==> src/rtl/wt_pkg.sv <==
// Shared types, defaults and the pitch-scale table for the wavetable voice scheduler.
package wt_pkg;

   localparam int NUM_VOICES_DEF = 4;
   localparam int POS_W_DEF      = 13;
   localparam int SAMPLE_W_DEF   = 16;
   localparam int TIMEOUT_DEF    = 64;
   localparam int VOICE_W_DEF    = $clog2(NUM_VOICES_DEF);
   localparam int NUM_KEYS       = 13;
   localparam int KEY_W          = 4;
   localparam int WAVE_W         = 2;

   typedef enum logic [2:0] {
      ST_IDLE,
      ST_SCAN,
      ST_ISSUE,
      ST_WAIT,
      ST_ACC,
      ST_MIX
   } sched_state_t;

   // Per-frame position increment for each note A..A'.
   function automatic logic [7:0] scale_of(input logic [KEY_W-1:0] key);
      logic [7:0] s;
      case (key)
         4'd0:    s = 8'd74;
         4'd1:    s = 8'd78;
         4'd2:    s = 8'd83;
         4'd3:    s = 8'd88;
         4'd4:    s = 8'd93;
         4'd5:    s = 8'd99;
         4'd6:    s = 8'd104;
         4'd7:    s = 8'd111;
         4'd8:    s = 8'd117;
         4'd9:    s = 8'd124;
         4'd10:   s = 8'd132;
         4'd11:   s = 8'd139;
         4'd12:   s = 8'd148;
         default: s = 8'd0;
      endcase
      return s;
   endfunction

endpackage

==> src/rtl/wt_voice_alloc.sv <==
// Voice slot table: note_on/note_off allocation, voice stealing and per-slot position storage.
module wt_voice_alloc
   import wt_pkg::*;
#(
   parameter int  NUM_VOICES = NUM_VOICES_DEF,
   parameter int  POS_W      = POS_W_DEF,
   localparam int VOICE_W    = $clog2(NUM_VOICES)
) (
   input  logic                  clk_50,
   input  logic                  ar,
   input  logic                  note_on,
   input  logic                  note_off,
   input  logic [KEY_W-1:0]      key_val,
   input  logic [WAVE_W-1:0]     wave_sel,
   input  logic [VOICE_W-1:0]    rd_idx,
   output logic [POS_W-1:0]      rd_pos,
   output logic [KEY_W-1:0]      rd_key,
   output logic [WAVE_W-1:0]     rd_wave,
   input  logic                  pos_we,
   input  logic [POS_W-1:0]      pos_wdata,
   output logic [NUM_VOICES-1:0] active,
   output logic [NUM_VOICES-1:0] touched
);

   logic [NUM_VOICES-1:0] active_reg;
   logic [KEY_W-1:0]      key_reg  [NUM_VOICES];
   logic [WAVE_W-1:0]     wave_reg [NUM_VOICES];
   logic [POS_W-1:0]      pos_reg  [NUM_VOICES];
   logic [VOICE_W-1:0]    steal_reg, steal_next;

   logic [NUM_VOICES-1:0] match, clear_vec, start_vec, act_off;
   logic                  do_on, do_off;

   for (genvar gi = 0; gi < NUM_VOICES; gi++) begin : g_match
      assign match[gi] = active_reg[gi] && (key_reg[gi] == key_val);
   end

   // Note-off is applied before note-on so a same-cycle on+off restarts the voice.
   always_comb begin
      do_on      = note_on  && (key_val < KEY_W'(NUM_KEYS));
      do_off     = note_off && (key_val < KEY_W'(NUM_KEYS));
      clear_vec  = do_off ? match : '0;
      act_off    = active_reg & ~clear_vec;
      start_vec  = '0;
      steal_next = steal_reg;
      if (do_on) begin
         if (|(act_off & match)) begin
            start_vec = act_off & match;
         end else if (!(&act_off)) begin
            for (int i = NUM_VOICES - 1; i >= 0; i--) begin
               if (!act_off[i]) begin
                  start_vec    = '0;
                  start_vec[i] = 1'b1;
               end
            end
         end else begin
            start_vec[steal_reg] = 1'b1;
            steal_next           = steal_reg + VOICE_W'(1);
         end
      end
      touched = clear_vec | start_vec;
   end

   // Slot table update; a (re)start overrides any scheduler position write to the same slot.
   always_ff @(posedge clk_50) begin
      if (ar) begin
         active_reg <= '0;
         steal_reg  <= '0;
         for (int i = 0; i < NUM_VOICES; i++) begin
            key_reg[i]  <= '0;
            wave_reg[i] <= '0;
            pos_reg[i]  <= '0;
         end
      end else begin
         steal_reg <= steal_next;
         for (int i = 0; i < NUM_VOICES; i++) begin
            if (start_vec[i]) begin
               active_reg[i] <= 1'b1;
               key_reg[i]    <= key_val;
               wave_reg[i]   <= wave_sel;
               pos_reg[i]    <= '0;
            end else begin
               if (clear_vec[i]) active_reg[i] <= 1'b0;
               if (pos_we && (rd_idx == VOICE_W'(i))) pos_reg[i] <= pos_wdata;
            end
         end
      end
   end

   assign rd_pos  = pos_reg[rd_idx];
   assign rd_key  = key_reg[rd_idx];
   assign rd_wave = wave_reg[rd_idx];
   assign active  = active_reg;

endmodule

==> src/rtl/wt_voice_sched.sv <==
// Per-frame polyphonic read scheduler: one memory read per active voice, then an averaged mix.
module wt_voice_sched
   import wt_pkg::*;
#(
   parameter int  NUM_VOICES = NUM_VOICES_DEF,
   parameter int  POS_W      = POS_W_DEF,
   parameter int  SAMPLE_W   = SAMPLE_W_DEF,
   parameter int  TIMEOUT    = TIMEOUT_DEF,
   localparam int VOICE_W    = $clog2(NUM_VOICES),
   localparam int ACC_W      = SAMPLE_W + VOICE_W,
   localparam int TMR_W      = $clog2(TIMEOUT)
) (
   input  logic                    clk_50,
   input  logic                    ar,
   input  logic                    daclrck,
   input  logic                    note_on,
   input  logic                    note_off,
   input  logic [KEY_W-1:0]        key_val,
   input  logic [WAVE_W-1:0]       wave_sel,
   output logic [WAVE_W+POS_W-1:0] mem_addr,
   output logic                    mem_rd,
   input  logic [SAMPLE_W-1:0]     mem_dout,
   input  logic                    mem_done,
   output logic [SAMPLE_W-1:0]     mix_out,
   output logic                    mix_valid,
   output logic [NUM_VOICES-1:0]   voice_active,
   output logic                    frame_overrun,
   output logic                    mem_timeout
);

   sched_state_t               state_reg, state_next;
   logic [2:0]                 sync_reg;
   logic                       frame_edge;
   logic [VOICE_W-1:0]         cur_v_reg, cur_v_next;
   logic [VOICE_W:0]           scan_ptr_reg, scan_ptr_next;
   logic [TMR_W-1:0]           wait_cnt_reg, wait_cnt_next;
   logic [SAMPLE_W-1:0]        sample_reg, sample_next;
   logic signed [ACC_W-1:0]    acc_reg, acc_next, acc_shr;
   logic [WAVE_W+POS_W-1:0]    addr_hold_reg, addr_hold_next;
   logic                       dirty_reg, dirty_next;
   logic [SAMPLE_W-1:0]        mix_out_reg, mix_out_next;
   logic                       mix_valid_reg, mix_valid_next;
   logic                       overrun_reg, overrun_next;
   logic                       timeout_reg, timeout_next;
   logic                       scan_found;
   logic [VOICE_W-1:0]         scan_idx;
   logic [POS_W-1:0]           rd_pos, pos_wdata;
   logic [KEY_W-1:0]           rd_key;
   logic [WAVE_W-1:0]          rd_wave;
   logic                       pos_we;
   logic [NUM_VOICES-1:0]      touched;

   wt_voice_alloc #(
      .NUM_VOICES (NUM_VOICES),
      .POS_W      (POS_W)
   ) u_alloc (
      .clk_50    (clk_50),
      .ar        (ar),
      .note_on   (note_on),
      .note_off  (note_off),
      .key_val   (key_val),
      .wave_sel  (wave_sel),
      .rd_idx    (cur_v_reg),
      .rd_pos    (rd_pos),
      .rd_key    (rd_key),
      .rd_wave   (rd_wave),
      .pos_we    (pos_we),
      .pos_wdata (pos_wdata),
      .active    (voice_active),
      .touched   (touched)
   );

   assign frame_edge = sync_reg[1] & ~sync_reg[2];
   assign acc_shr    = acc_reg >>> VOICE_W;
   assign pos_wdata  = rd_pos + POS_W'(scale_of(rd_key));

   // Next active slot at or above the scan pointer, using live flags so mid-frame edits take effect.
   always_comb begin
      scan_found = 1'b0;
      scan_idx   = '0;
      for (int i = NUM_VOICES - 1; i >= 0; i--) begin
         if (voice_active[i] && (i >= int'(scan_ptr_reg))) begin
            scan_found = 1'b1;
            scan_idx   = VOICE_W'(i);
         end
      end
   end

   // Scheduler next-state and datapath control.
   always_comb begin
      state_next     = state_reg;
      cur_v_next     = cur_v_reg;
      scan_ptr_next  = scan_ptr_reg;
      wait_cnt_next  = wait_cnt_reg;
      sample_next    = sample_reg;
      acc_next       = acc_reg;
      addr_hold_next = addr_hold_reg;
      dirty_next     = dirty_reg;
      mix_out_next   = mix_out_reg;
      mix_valid_next = 1'b0;
      overrun_next   = overrun_reg;
      timeout_next   = timeout_reg;
      mem_rd         = 1'b0;
      pos_we         = 1'b0;
      if (frame_edge && (state_reg != ST_IDLE)) overrun_next = 1'b1;
      case (state_reg)
         ST_IDLE: begin
            if (frame_edge) begin
               scan_ptr_next = '0;
               state_next    = (|voice_active) ? ST_SCAN : ST_MIX;
            end
         end
         ST_SCAN: begin
            if (scan_found) begin
               cur_v_next    = scan_idx;
               scan_ptr_next = {1'b0, scan_idx} + (VOICE_W+1)'(1);
               dirty_next    = 1'b0;
               state_next    = ST_ISSUE;
            end else begin
               state_next = ST_MIX;
            end
         end
         ST_ISSUE: begin
            mem_rd         = 1'b1;
            addr_hold_next = {rd_wave, rd_pos};
            wait_cnt_next  = '0;
            if (touched[cur_v_reg]) dirty_next = 1'b1;
            state_next     = ST_WAIT;
         end
         ST_WAIT: begin
            if (touched[cur_v_reg]) dirty_next = 1'b1;
            if (mem_done) begin
               sample_next = {mem_dout[7:0], mem_dout[15:8]};
               state_next  = ST_ACC;
            end else if (wait_cnt_reg == TMR_W'(TIMEOUT - 1)) begin
               sample_next  = '0;
               timeout_next = 1'b1;
               state_next   = ST_ACC;
            end else begin
               wait_cnt_next = wait_cnt_reg + TMR_W'(1);
            end
         end
         ST_ACC: begin
            acc_next   = acc_reg + {{VOICE_W{sample_reg[SAMPLE_W-1]}}, sample_reg};
            // A slot restarted or released during its read keeps its new position.
            pos_we     = !dirty_reg && !touched[cur_v_reg];
            state_next = ST_SCAN;
         end
         ST_MIX: begin
            mix_out_next   = acc_shr[SAMPLE_W-1:0];
            mix_valid_next = 1'b1;
            acc_next       = '0;
            state_next     = ST_IDLE;
         end
         default: state_next = ST_IDLE;
      endcase
   end

   // State and datapath registers, plus the daclrck synchroniser / edge history.
   always_ff @(posedge clk_50) begin
      if (ar) begin
         state_reg     <= ST_IDLE;
         sync_reg      <= '0;
         cur_v_reg     <= '0;
         scan_ptr_reg  <= '0;
         wait_cnt_reg  <= '0;
         sample_reg    <= '0;
         acc_reg       <= '0;
         addr_hold_reg <= '0;
         dirty_reg     <= 1'b0;
         mix_out_reg   <= '0;
         mix_valid_reg <= 1'b0;
         overrun_reg   <= 1'b0;
         timeout_reg   <= 1'b0;
      end else begin
         state_reg     <= state_next;
         sync_reg      <= {sync_reg[1:0], daclrck};
         cur_v_reg     <= cur_v_next;
         scan_ptr_reg  <= scan_ptr_next;
         wait_cnt_reg  <= wait_cnt_next;
         sample_reg    <= sample_next;
         acc_reg       <= acc_next;
         addr_hold_reg <= addr_hold_next;
         dirty_reg     <= dirty_next;
         mix_out_reg   <= mix_out_next;
         mix_valid_reg <= mix_valid_next;
         overrun_reg   <= overrun_next;
         timeout_reg   <= timeout_next;
      end
   end

   assign mem_addr      = (state_reg == ST_ISSUE) ? {rd_wave, rd_pos} : addr_hold_reg;
   assign mix_out       = mix_out_reg;
   assign mix_valid     = mix_valid_reg;
   assign frame_overrun = overrun_reg;
   assign mem_timeout   = timeout_reg;

endmodule

==> config.mk <==
export PLATFORM = sky130hd
export DESIGN_NAME = wt_voice_sched
export DESIGN_NICKNAME = d
export VERILOG_FILES = /design/src/rtl/wt_pkg.sv /design/src/rtl/wt_voice_alloc.sv /design/src/rtl/wt_voice_sched.sv
export SDC_FILE = /design/constraint.sdc
export NUM_CORES = 1
export LEC_CHECK = 0
export BUFFER_PORTS_ARGS = -buffer_cell sky130_fd_sc_hd__buf_4
export CAP_MARGIN = 20
export CORE_MARGIN = 2
export CORE_UTILIZATION = 40
export DETAILED_ROUTE_END_ITERATION = 6
export GPL_ROUTABILITY_DRIVEN = 0
export PLACE_DENSITY_LB_ADDON = 0.1
export RECOVER_POWER = 50
export REMOVE_ABC_BUFFERS = 1
export SYNTH_ARGS = -nofsm -noshare
export SYNTH_HDL_FRONTEND = slang
export SYNTH_SLANG_ARGS = --single-unit
==> constraint.sdc <==
create_clock -name clk_50 -period 4.22 [get_ports clk_50]
set_clock_uncertainty 0.15 [all_clocks]
set_input_delay 0 -clock clk_50 [delete_from_list [all_inputs] [get_ports clk_50]]
set_output_delay 0 -clock clk_50 [all_outputs]
set_load 0.05 [all_outputs]
[Yosys cells after proc, flatten, opt, wreduce, memory -nomap -nowiden]
Memory sizes are Yosys's and may differ from the RTL's. A register that Yosys moved wholly into a read port is not among the register bits.
Index checks and enable logic that the tools add are counted.
Operators by class
  add/subtract/negate cells: 5
  magnitude comparators: 8
  equal/unequal tests: 19
  multiplexer cells: 102
  bitwise gates (word level): 24
  reductions and logical operators: 43
Operators with widths (number)
  13-bit 2-to-1 mux: 8
  1-bit 2-to-1 mux: 49
  4-bit 2-to-1 mux: 12
  18-bit case mux with 2 select lines: 1
  16-bit 2-to-1 mux: 2
  2-bit 2-to-1 mux: 14
  3-bit 2-to-1 mux: 7
  18-bit adder: 1
  2-bit nonzero test: 9
  1-bit logical AND: 17
  4-bit equality test: 4
  1-bit OR: 16
  15-bit 2-to-1 mux: 1
  3-bit case mux with 5 select lines: 1
  13-bit by 8-bit adder with 13-bit output: 1
  6-bit 2-to-1 mux: 2
  6-bit case mux with 2 select lines: 1
  3-bit AND reduction: 4
  4-bit AND: 2
  2-bit != test, second input constant: 4
  4-bit OR reduction: 2
  6-bit by 1-bit adder with 6-bit output, second input constant: 1
  3-bit by 2-bit equality test with 1-bit output, second input constant: 2
  3-bit equality test, second input constant: 2
  29 further kinds: 38
Word-level totals
  register bits after elaboration: 92
  RAM bits: 76
  memory bits (read-only): 128
  bits of input ports: 28
  output and inout bits: 39
  logic and storage cells: 223
  memories kept: 4
Memory list
  (name not given): depth 16, width 8, rd ports 1, clocked after Yosys merged registers in 0, write ports 0, line wt_pkg.sv:25  | case (key)
  u_alloc.pos_reg: depth 4, width 13, rd ports 1, clocked after Yosys merged registers in 1, write ports 4, line wt_voice_alloc.sv:28  | logic [POS_W-1:0] pos_reg [NUM_VOICES];
  u_alloc.key_reg: depth 4, width 4, rd ports 5, clocked after Yosys merged registers in 1, write ports 4, line wt_voice_alloc.sv:26  | logic [KEY_W-1:0] key_reg [NUM_VOICES];
  u_alloc.wave_reg: depth 4, width 2, rd ports 1, clocked after Yosys merged registers in 1, write ports 4, line wt_voice_alloc.sv:27  | logic [WAVE_W-1:0] wave_reg [NUM_VOICES];

[Logic depth before layout (Yosys ltp)]
Gate-level depths: netlist of run 1.
  depth in word-level cells: 24
  gate-level depth with buffers: 18
  depth with buffers taken out: 16

[Cells and area by module]
A second synthesis of run 1 with hierarchy kept.
Second synthesis, totals
  cells, all modules: 848
  area, all modules: 8942.3 um^2
By module, submodules not included
  wt_voice_sched: instances 1, cells each 518, area each 4598.2 um^2, seq. area each 1721.7 um^2
  wt_voice_alloc: instances 1, cells each 330, area each 4344.2 um^2, seq. area each 2402.3 um^2

[Least setup slack after synthesis of run 1]
OpenSTA, ideal clock, no wires.
  path type: reg2reg
  start: register (tool-made name)
  end: memory u_alloc.pos_reg[0][11] in the netlist's numbering (data pin)
  arrival: 3897 ps
  data required time: 3786 ps
  slack: -111 ps
  cell stages (with the launch flop): 16
  path buffers: 2
  period minus slack after synthesis: 4331 ps
  cells stage by stage: dfxtp_1 -> buf_2 -> buf_2 -> mux4_2 -> inv_1 -> ha_1 -> inv_1 -> mux4_2 -> ha_1 -> a21o_1 -> a2111oi_0 -> o21bai_1 -> a21o_1 -> nand4_1 -> xor2_1 -> nor4_1
RTL lines (line)
  end, declared: wt_voice_alloc.sv:28

==> results by group, run 1 <==
Yosys
  – Syn_area_per_cell: 10.8 sq um
  – Post-synth EDFFs: 76
  – Sequential-to-total area share from yosys stat: a little under half
  – Count leader, synth: dfxtp_1
  – Cell taking the most area after synthesis: edfxtp_1
  – Synth Instances: 812
  – Synth cell count leaders: dfxtp_1, edfxtp_1, nor2_1, a21oi_1, nand2_1
  – Ranking of synthesized cells by area: edfxtp_1, dfxtp_1, ha_1
  – Synthesis warning total: 0
  – Main flop type after synthesis: dfxtp_1
  – Distinct cells, synth: 65
  – Netlist Area Pre-Place: between 8000 and 9000 sq um
  – Asr flop ratio synth: 0%
  – Top cell type's share of synthesized area: around a quarter
  – FF+latch count, synth: 170

GRT
  – Initial antenna violation count: 0
  – First-pass GRT wire length: around 34000 um
  – Vias in the first global route: 6361
  – Gr ovfl total: 0
  – Pin count of the biggest net entering global routing: 55
  – Tot GR Track Use: 19.3%

Routing
  – Vias: 6597
  – DR pass1 iterations: 4
  – DR WL met2: 10500 um
  – Remaining DRCs: 0
  – ANT nets after route: 0
  – Routed WL: 21500 um
  – First-iteration detailed-routing DRC count: around 370
  – DR top layer: met4
  – Via density: about 5.5
  – Wirelength per Cell: 18.0 um
  – Wire length on met1: 9830 um
  – Wire length on met3: 956 um

Cells and area
  – Layout area overhead: 18.5%
  – Layout net count: 969
  – Layout cell share with drive strength beyond 1: 14.3%
  – Layout Cells excl Fill: 1195
  – Fin area: 10300 sq um
  – Ant diodes: 0
  – Max FFs per register: 52
  – # fillers: 2010

STA
  – Slew @ Worst Pin: 1.97 ns
  – Final cycle utilization of the critical path: 95.6%
  – Final Hold Violating Endpoints: 0
  – Slew margin rel.: -31.6%
  – Max Transition Viols Final: 43
  – Tmin final: 4.03 ns
  – Final setup viols: 0
  – Fmax: 248 MHz

Critical path
  – Critical Path Sink Type: flop
  – CP delay by family, top: multiplexers
  – CP max stage delay: approximately 0.6 ns
  – Worst EP arrival: ~4.0 ns
  – Critical path data required time: 4.20 ns
  – Setup Crit Path Kind: reg2reg
  – CP max FO: 7
  – Startpoint class of the critical path: flop
  – CP bufs+invs: 2
  – Crit path cell chain: mux4_2 -> inv_1 -> ha_1 -> inv_1 -> mux4_2 -> ha_1 -> a21o_1 -> a2111oi_2 -> o21bai_1 -> a21o_1 -> nand2_1 -> xor2_2 -> nor4_1
  – Critical Path Slowest Stage Cell: mux4_2

Clock tree
  – Clk sinks: 170
  – CTS HTree Levels: 4
  – TritonCTS buffer count: 17
  – Clock slew at reported path FFs: ~0.070 ns
  – Latest clock arrival within the worst-skew pair: approximately 0.43 ns
  – Maximum root-to-sink buffer count: 2
  – CTS Root Cell: clkbuf_16
  – TritonCTS clock tree: done

Power
  – P per Cell Area: 372 nW/um^2
  – Total chip power: slightly below 0.004 W
  – Peak VDD IR: 218 uV
  – Lkg Pwr: 3.95 nW

Floorplan
  – I/O Pins: 67
  – FP Rows: 54
  – DIE WIDTH: 152 um
  – Die ar.: 23000 sq um
  – Vert. Die Dim: approximately 150 um
  – Initial Util: 40.4%
  – Total core area: approximately 22000 sq um

Place
  – # port buffers: 66
  – Post-DP Area: 9440 sq um
  – Dpl cells: 1120
  – Hpwl dp: ~14000 um

Status
  – Status: complete, but fails checks
  – Failing checks: capacitance limit, slew limit

Flow run
  – Max-Cap Viols: 1

Min path
  – Hold/Removal Path Class: in2reg
power breakdown:
| part | internal [W] | switching [W] |
|---|---|---|
| Sequential | 0.00177 | 0.0000287 |
| Clock | 0.000832 | 0.000730 |
| Combinational | 0.000175 | 0.000316 |
metal layers:
| layer | GRT usage (%) | vias up |
|---|---|---|
| met5 | 0 | - |
| met4 | 4.54 | 0 |
| met3 | 3.77 | 22 |
| met2 | 32.4 | 176 |
| met1 | 25.7 | 3214 |
| li1 | - | 3185 |
placed cells by master (no fill, tap or decap), types with 26 or more instances in the layout:
cell / n
a21oi_1: 41
a22oi_1: 26
buf_4: 44
clkbuf_1: 37
dfxtp_1: 93
dlygate4sd3_1: 41
edfxtp_1: 76
ha_1: 37
nand2_1: 39
nor2_1: 63
nor2b_1: 28
nor3_1: 34
nor4_1: 31
xor2_1: 27
worst paths after layout:
kind         slack, ns                     to  depth (start not counted)         from
max               0.19  u_alloc.pos_reg[3][9]                         13         flop
min               0.03      u_alloc.active[3]                          4      note_on
max reg2reg       0.19  u_alloc.pos_reg[3][9]                         13         flop
min reg2reg       0.29            sync_reg[1]                          1  sync_reg[0]
worst register-to-register path: cells and delay by family (launching register included):
family | cells | cell delay (ns)
multiplexers | 2 | 1.06
AO/OA/AOI/OAI | 4 | 1.00
adder cells (fa/ha/maj) | 2 | 0.53
flip-flops | 1 | 0.38
XOR/XNOR | 1 | 0.23
buffers and inverters | 2 | 0.20
AND/OR/NAND/NOR | 2 | 0.18
cell type report:
type,instances,area [sq um],area share [%]
Tap cell,280,350,3.39
Timing Repair Buffer,126,906,8.76
Clock buffer,19,464,4.49
Clock inverter,13,123,1.19
Inverter,22,82.6,0.798
Sequential cell,170,4170,40.3
Multi-Input combinational cell,565,4250,41.1
logic make-up after synthesis:
logic type      Yosys count  synth area share (%)
simple gates            286                  17.9
flops                   170                  47.7
compound gates          159                  12.9
buf+inv                  77                  4.04
xor+xnor                 44                  4.41
fa+ha+maj                39                  5.76
mux                      37                  7.32
through the flow:
stage | util (%) | setup slack (ns) | hold slack [ns] | TNS [ns]
2_1_floorplan | - | -0.314 | -0.0809 | -11.79
3_3_place_gp | 43.6 | 0.0700 | 0.0712 | 0
6_report | 47.8 | 0.185 | 0.0350 | 0
3_5_place_dp | 43.6 | 0.0324 | 0.0708 | 0
5_1_grt | 47.8 | -0.0116 | 0.0658 | -0.0255
4_1_cts | 48.3 | 0.0129 | 0.00469 | 0
repair_timing:
item | 4_1_cts | 5_1_grt
hold endpoints to repair | 71 | 0
setup buffers | 0 | 2
setup endpoints to repair | 0 | 23
hold buffers | 41 | 0
resized for setup | 0 | 9
(Power assumes the default switching activity.)
==> inputs of run 2 (changes only) <==
Clock period 4.22 ns to 3.3 ns, I/O delays scaled along.
==> run 2 against run 1 <==
The flow finishes with violations (setup timing). Register-to-register slack worse by 0.76 ns. Final cell count up 7.5%. Non-clock buffer count up 90. Fmax up 4.1%. Largest cell class unchanged. Highest routed layer unchanged.
==> results by group, run 2 (synthesis results as in run 1) <==
STA
  – Slew @ Worst Pin: 1.37 ns
  – Final cycle utilization of the critical path: 117%
  – RSZ-0062 raised after global routing: yes
  – Final Hold Violating Endpoints: 0
  – Final setup viols: 82
  – Slew margin rel.: 8.76%
  – Final worst slack: -0.575 ns
  – Setup_tns: -17.95 ns
  – Max Transition Viols Final: 0
  – WHS: 0.0368 ns
  – Fmax: 258 MHz
  – Tmin final: 3.87 ns

Routing
  – ANT nets after route: 0
  – First-iteration detailed-routing DRC count: 319
  – Remaining DRCs: 0
  – Vias: 7031
  – Wirelength per Cell: 18.1 um
  – DR top layer: met4
  – DR WL met2: between 10000 and 15000 um
  – Wire length on met3: 945 um
  – Wire length on met1: 9910 um
  – Via density: 5.47
  – Routed WL: 23300 um
  – DR pass1 iterations: 6

GRT
  – Pin count of the biggest net entering global routing: 54
  – Tot GR Track Use: roughly 20%
  – Vias in the first global route: 6940
  – First-pass GRT wire length: 35500 um
  – Gr ovfl total: 0
  – Initial antenna violation count: 0

Status
  – Failing checks: setup timing
  – Status: complete, but fails checks

Clock tree
  – CTS HTree Levels: 4
  – TritonCTS clock tree: done
  – CTS Root Cell: clkbuf_16
  – Clk sinks: 170
  – Latest clock arrival within the worst-skew pair: around 0.43 ns
  – TritonCTS buffer count: 17
  – Maximum root-to-sink buffer count: 2
  – Clock slew at reported path FFs: 0.07 ns

Critical path
  – Crit path top cell by count: a21oi_2
  – Critical path data required time: 3.32 ns
  – Startpoint class of the critical path: flop
  – CP max FO: 4
  – Setup Crit Path Kind: reg2reg
  – Worst EP arrival: between 3 and 4 ns
  – CP max stage delay: 0.56 ns
  – Critical Path Slowest Stage Cell: mux4_2
  – Crit path cell chain: mux4_2 -> inv_2 -> buf_4 -> ha_4 -> nor2_4 -> a211o_1 -> o21ai_2 -> ha_2 -> fa_2 -> a21oi_2 -> nor2b_2 -> o31ai_4 -> a21oi_2 -> and3_4 -> nand3_4 -> xor2_4 -> nor4_1
  – Critical Path Sink Type: flop

Power
  – Peak VDD IR: 322 uV
  – P per Cell Area: 458 nW/um^2
  – Total chip power: 0.00534 W
  – Lkg Pwr: 4.56 nW

Place
  – # port buffers: 66
  – Hpwl dp: 14800 um
  – Post-DP Area: ~9900 sq um

Floorplan
  – Initial Util: 40.4%
  – Vert. Die Dim: 152 um
  – Die ar.: 23000 sq um
  – I/O Pins: 67
  – Total core area: 21600 sq um
  – FP Rows: 54
  – DIE WIDTH: 152 um

Cells and area
  – Commonest non-fill, non-tap cell in the layout: buf_4
  – # fillers: 1908
  – Ant diodes: 0
  – Register area: 4170 sq um
  – Layout area overhead: 33.6%
  – Area taken by multi-input logic gates: 4700 sq um
  – Layout net count: 1059
  – Fin area: 11700 sq um
  – Layout cell share with drive strength beyond 1: ~28%
  – Highest-count cells in the layout ignoring fill and taps: buf_4, dfxtp_1, edfxtp_1
  – Max FFs per register: 52

Min path
  – Hold/Removal Path Class: in2reg

Flow run
  – Max-Cap Viols: 0
run 2: layout make-up:
type                       instances  area share (%)
clock buffer                      20            4.19
multi-input combinational        565            40.3
timing repair buffer             216            15.1
inverter                          22           0.708
clock inverter                    12            1.01
sequential                       170            35.7
tap                              280            3.00
run 2: final timing paths:
check | startpoint | end | slack (ns) | cells after the start
worst max-delay path | u_alloc.key_reg[0][0] | u_alloc.pos_reg[1][12] | -0.57 | 17
worst max register to register | u_alloc.key_reg[0][0] | u_alloc.pos_reg[1][12] | -0.57 | 17
worst min register to register | sync_reg[0] | sync_reg[1] | 0.30 | 1
worst min-delay path | note_on | u_alloc.active[3] | 0.04 | 4
run 2: stage by stage:
| step | worst slack, ns | util [%] | cells |
|---|---|---|---|
| after global placement | -0.618 | 45.7 | 1177 |
| after detailed placement | -0.745 | 45.7 | 1177 |
| after CTS | -0.455 | 51.5 | 1257 |
| after floorplan | -1.23 | - | 757 |
| final | -0.575 | 53.9 | 1285 |
| after global routing | -0.698 | 53.9 | 1285 |
run 2: routing by layer:
layer / vias to the layer above / GRT usage, %
met5: - / 0
met4: 0 / 6.48
met3: 31 / 3.11
met2: 170 / 36.1
met1: 3459 / 24.6
li1: 3371 / -
run 2: power breakdown:
group	internal, W	total (W)	switching (W)
clock network	0.00111	0.00203	0.000923
logic	0.000463	0.00101	0.000544
registers	0.00226	0.00230	0.0000376
run 2: what timing repair did:
item                       in CTS  in global routing
setup endpoints to repair      40                 91
hold endpoints to repair       79                  0
hold buffers                   41                  0
resized for setup              33                 72
pin swaps                      13                 13
setup buffers                   7                 26
gates cloned                    0                  5
run 2: worst max-delay path: cells and delay by family (launching register included):
family / cells / cell delay (ns)
adder cells (fa/ha/maj): 3 / 0.58
flip-flops: 1 / 0.42
XOR/XNOR: 1 / 0.25
AND/OR/NAND/NOR: 5 / 0.65
AO/OA/AOI/OAI: 5 / 0.77
multiplexers: 1 / 0.56
buffers and inverters: 2 / 0.24
